`src/rtl/ab_seq_pkg.sv`:
```
// ab_seq_pkg: shared types and symbol constants for the a/b sequence generator
// Contents: generator state enum, 2-bit (a,b) symbol codes, detector-model state enum,
// and the OR-run rotation lookup.
package ab_seq_pkg;
  typedef enum logic [2:0] {IDLE, XOR, AND, OR, GAP} state_t;
  typedef enum logic [1:0] {S0, S1, S2, S3} det_t;
  localparam logic [1:0] SYM_IDLE = 2'b00;
  localparam logic [1:0] SYM_A    = 2'b10;
  localparam logic [1:0] SYM_B    = 2'b01;
  localparam logic [1:0] SYM_AB   = 2'b11;
  function automatic logic [1:0] rot_sym(input logic [1:0] i);
    return i == 2'd0 ? SYM_A : i == 2'd1 ? SYM_B : SYM_AB;
  endfunction
endpackage

```
`src/rtl/ab_seq_hold_ctr.sv`:
```
// ab_seq_hold_ctr: loadable down-counter timing the OR run
// Ports: clk, reset (async, active-high), load/din (load value), dec (decrement,
// saturates at 0), cnt (current value), zero (cnt == 0).
module ab_seq_hold_ctr #(
  parameter int W = 4
) (
  input  logic         clk,
  input  logic         reset,
  input  logic         load,
  input  logic         dec,
  input  logic [W-1:0] din,
  output logic [W-1:0] cnt,
  output logic         zero
);
  assign zero = cnt == '0;
  always_ff @(posedge clk or posedge reset)
    if (reset) cnt <= '0;
    else if (load) cnt <= din;
    else if (dec && !zero) cnt <= cnt - 1'b1;
endmodule

```
`src/rtl/ab_seq_gen.sv`:
```
// ab_seq_gen: frame generator driving XOR -> AND -> OR-run -> gap symbols into a detector
// Ports: clk, reset (async, active-high), start (frame request, idle only), pol (XOR symbol
// select), hold_len (OR run length - 1), abort (cancel frame), a/b (registered symbol),
// busy (frame in progress), done (gap-cycle pulse), y_exp (expected detector y, only when
// AB_SEQ_GEN_YEXP_EN is defined, together with the embedded detector model).
module ab_seq_gen
  import ab_seq_pkg::*;
#(
  parameter int HOLD_W = 4
) (
  input  logic              clk,
  input  logic              reset,
  input  logic              start,
  input  logic              pol,
  input  logic [HOLD_W-1:0] hold_len,
  input  logic              abort,
  output logic              a,
  output logic              b,
  output logic              busy,
`ifdef AB_SEQ_GEN_YEXP_EN
  output logic              y_exp,
`endif
  output logic              done
);
  state_t state, state_n;
  logic [1:0] rot, rot_n, sym_n;
  logic [HOLD_W-1:0] cnt;
  logic zero, accept;
  assign accept = state == IDLE && start;
  assign busy = state != IDLE;
  assign done = state == GAP;
  // The counter captures hold_len at accept and only counts down in OR, so it still
  // holds the accepted length on entry to OR and no separate length latch is needed.
  ab_seq_hold_ctr #(.W(HOLD_W)) u_ctr (
    .clk(clk), .reset(reset), .load(accept), .dec(state == OR),
    .din(hold_len), .cnt(cnt), .zero(zero)
  );
  always_comb begin
    state_n = state == IDLE ? (start ? XOR : IDLE) :
              abort         ? IDLE :
              state == XOR  ? AND :
              state == AND  ? OR :
              state == OR   ? (zero ? GAP : OR) : IDLE;
    rot_n = (state != OR || state_n != OR || rot == 2'd2) ? 2'd0 : rot + 2'd1;
    // XOR is only entered from IDLE, so the live pol at the accepting edge is the latched one.
    sym_n = state_n == XOR ? (pol ? SYM_B : SYM_A) :
            state_n == AND ? SYM_AB :
            state_n == OR  ? rot_sym(rot_n) : SYM_IDLE;
  end
  always_ff @(posedge clk or posedge reset)
    if (reset) begin
      state  <= IDLE;
      rot    <= 2'd0;
      {a, b} <= SYM_IDLE;
    end else begin
      state  <= state_n;
      rot    <= rot_n;
      {a, b} <= sym_n;
    end
`ifdef AB_SEQ_GEN_YEXP_EN
  det_t det, det_n;
  // Detector model: S1 after an XOR symbol, S2 after XOR then AND, S3 parks through the
  // rest of the non-idle run; any 00 symbol returns to S0.
  always_comb
    det_n = !(a | b)    ? S0 :
            det == S0   ? ((a ^ b) ? S1 : S0) :
            det == S1   ? ((a & b) ? S2 : S1) : S3;
  always_ff @(posedge clk or posedge reset)
    if (reset) det <= S0;
    else det <= det_n;
  assign y_exp = det == S1 || det == S2;
`endif
endmodule
```
`config.mk`:
```
export PLATFORM = sky130hd
export DESIGN_NAME = ab_seq_gen
export DESIGN_NICKNAME = d
export VERILOG_FILES = /design/src/rtl/ab_seq_pkg.sv /design/src/rtl/ab_seq_hold_ctr.sv /design/src/rtl/ab_seq_gen.sv
export SDC_FILE = /design/constraint.sdc
export NUM_CORES = 1
export LEC_CHECK = 0
export CAP_MARGIN = 15
export CORE_AREA = 8 8 45 47
export CTS_CLUSTER_DIAMETER = 200
export DETAILED_ROUTE_END_ITERATION = 6
export DIE_AREA = 0 0 53 55
export DONT_BUFFER_PORTS = 1
export GPL_TIMING_DRIVEN = 0
export SETUP_SLACK_MARGIN = 0.5
export SLEW_MARGIN = 25
export SYNTH_ARGS = -nofsm -noshare
export SYNTH_HDL_FRONTEND = slang
export SYNTH_SLANG_ARGS = --single-unit
```
`constraint.sdc`:
```
create_clock -name clk -period 1.47 [get_ports clk]
set_input_delay 0.294 -clock clk [delete_from_list [all_inputs] [get_ports clk]]
set_output_delay 0.294 -clock clk [all_outputs]
set_load 0.05 [all_outputs]
```
==> metrics, run 1 <==
Mean Syn Cell Area 9.59 sq um; largest net degree at the start of global routing 12; drt wl/cell 18.0 um; Placed Cells 82; cell area after synthesis 633 sq um; crit path max fanout 3; CTS root buf clkbuf_4; crit-path cells buf_4 > or4b_4 > or4_4 > a31oi_1; non-filler cells, final 101; Vias per Instance 5.80; CTS max path bufs 2; Pwr Density 1510 nW/um^2; Post-Route WL 1810 um; Iteration-0 DRC Markers 13; failing checks setup timing; clock transition at the registers of the reported paths 0.09 ns; maximum vdd drop 777 uV; Worst Clk Skew 0.0124 ns; Vias 586; I/O Buffers 0; first-pass GRT wire length 2610 um; f_max 625 MHz; initial antenna violation count 0; CP max-delay cell or4b_4; total die area 2920 sq um; final setup vio count 6; Final Cycle Share 109%; HPWL after DPL 1010 um; Slew Limit Fails 0; leakage 0.416 nW; number of global-route vias before repair 573; endpoints failing hold 0; CTS tree built; Slew @ Worst Pin 0.431 ns; Site Rows 14; Layout area overhead 56.1%; critical path type flop to flop; Final nets 98; Synth Instances 66; grt ovf 0; YS warnings 0; Setup TNS -0.501 ns; CP Launch Type flop; H-Tree Depth 1; iteration count of the initial detailed-routing pass 4; Yosys cell types 29; outcome finished, violations left; slowest stage delay, CP 0.46 ns; die width 53 um; core area 1380 sq um; cts bufs inserted 3; post-route ant nets 0; Die H 55 um; fin crit period 1.60 ns; Slew Limit Headroom 71.3%; Final WS setup -0.129 ns; CTS sink cnt 11; RSZ-0062 raised after global routing yes; Seq/Total Area, Yosys 43.5%; CP required 1.68 ns; syn nets 78; Critical Path Sink Type flop; Initial Utilization 45.8%; Placer Congestion 0.734; # diodes 0; DRC errors left 0; I/O pin count 13; HP Class input pin to flop; maxcap violations 0; layout cells sized above 1 56.5%; FF+latch count, synth 11; Worst-Skew Late Latency 0.29 ns; crit path DAT 1.81 ns; aggregate global-route resource usage 12.6%
flip-flops by register name, summed over array words and instances, names as in the netlist:
register and count:
a 1, b 1, u_ctr.cnt 4, state 3
rot 2
layer usage:
layer | up-vias | global-route usage (%) | wire, um
met5 | - | 0 | 0
met4 | 0 | 9.05 | 73
met3 | 7 | 4.01 | 127
met2 | 16 | 21.1 | 889
met1 | 281 | 13.3 | 722
li1 | 282 | - | -
final timing paths:
path / startpoint / end / slack, ns / cells past startpoint
worst max-delay path: state[0] / u_ctr.cnt[3] / -0.13 / 4
worst min-delay path: abort / state[1] / 0.07 / 1
worst max register to register: state[0] / u_ctr.cnt[3] / -0.13 / 4
worst min register to register: rot[0] / rot[0] / 0.48 / 1
max in group asynchronous: reset / u_ctr.cnt[2] / 0.70 / 2
min in group asynchronous: reset / rot[1] / 0.43 / 2
placed cells by master (no fill, tap or decap), drive strengths merged, types with 2 or more instances in the layout:
cell type	instances
or3	4
or4	2
a21oi	3
a31oi	2
nor3b	3
nand2	3
clkbuf	4
dfrtp	11
ha	3
nor2	5
o211ai	2
nand4	2
or4b	2
buf	17
o21ai	2
inv	4
nand3	2
and2	2
worst max-delay path, delay by kind of cell (launching register included):
family / cells / cell delay (ns)
simple gates: 2 / 0.87
flops: 1 / 0.38
compound gates: 1 / 0.13
buf+inv: 1 / 0.13
synth_stat cells:
master     count  area (sq um)
clkbuf_1       3          11.3
or3_1          4          25.0
nand4_1        2          12.5
o211ai_1       2          15.0
and4bb_2       1          12.5
o31ai_1        1          7.51
buf_2          1          5.00
nand4b_1       1          8.76
dfrtp_1       11           275
ha_1           3          37.5
o2bb2ai_1      1          8.76
or4b_1         2          20.0
or3b_2         1          8.76
nand3b_1       1          7.51
a31oi_1        2          12.5
nor3b_1        3          22.5
a21oi_1        3          15.0
nor2_1         5          18.8
a2111oi_1      1          10.0
o21ai_0        2          10.0
nand2b_1       1          6.26
a211o_1        1          8.76
and2_1         2          12.5
nand2_1        3          11.3
nand3_1        2          10.0
inv_1          4          15.0
or4_2          1          8.76
nor4b_1        1          8.76
or4_1          1          7.51
per-stage QoR:
stage | area, sq um | hold slack (ns) | power [mW] | util, % | setup slack, ns
3_3_place_gp | 693 | 0.209 | 0.914 | 50.1 | -0.0967
4_1_cts | 886 | 0.0698 | 1.36 | 64.0 | -0.127
5_1_grt | 988 | 0.0702 | 1.58 | 71.4 | -0.181
3_5_place_dp | 693 | 0.217 | 0.919 | 50.1 | -0.107
2_1_floorplan | 673 | 0.146 | 0.837 | - | -0.0231
6_report | 988 | 0.0711 | 1.49 | 71.4 | -0.129
power by group:
part	leakage [nW]	total, mW	switching (mW)	internal [mW]
logic	0.264	0.741	0.343	0.398
clock network	0.0177	0.228	0.126	0.101
registers	0.135	0.526	0.135	0.391
cells by family after synthesis:
logic type	count (synthesis)	share of synthesized area, %
AND/OR/NAND/NOR	31	31.8
AO/OA/AOI/OAI	13	13.8
flip-flops	11	43.5
buffers and inverters	8	4.94
adder cells (fa/ha/maj)	3	5.93
layout make-up:
cell class | instances | area [sq um]
Sequential cell | 11 | 279
Timing Repair Buffer | 15 | 134
Fill cell | 101 | 395
Clock inverter | 1 | 5.00
Multi-Input combinational cell | 47 | 458
Tap cell | 16 | 20.0
Clock buffer | 3 | 22.5
Buffer | 4 | 55.1
Inverter | 4 | 15.0
what timing repair did:
item | CTS | global route
pin swaps | 14 | 8
setup endpoints to repair | 15 | 15
gates cloned | 0 | 0
setup buffers | 9 | 5
hold buffers | 1 | 0
resized for setup | 21 | 16
endpoints found under the hold margin | 11 | 0
Power figures use the tool's default switching activity.
==> run 2, diff against run 1 <==
Settings changed: GPL_ROUTABILITY_DRIVEN set to 0, SLEW_MARGIN 25 to 5.
==> results of run 2 <==
Same layout as run 1: the final DEF is identical, and so are final timing and power.
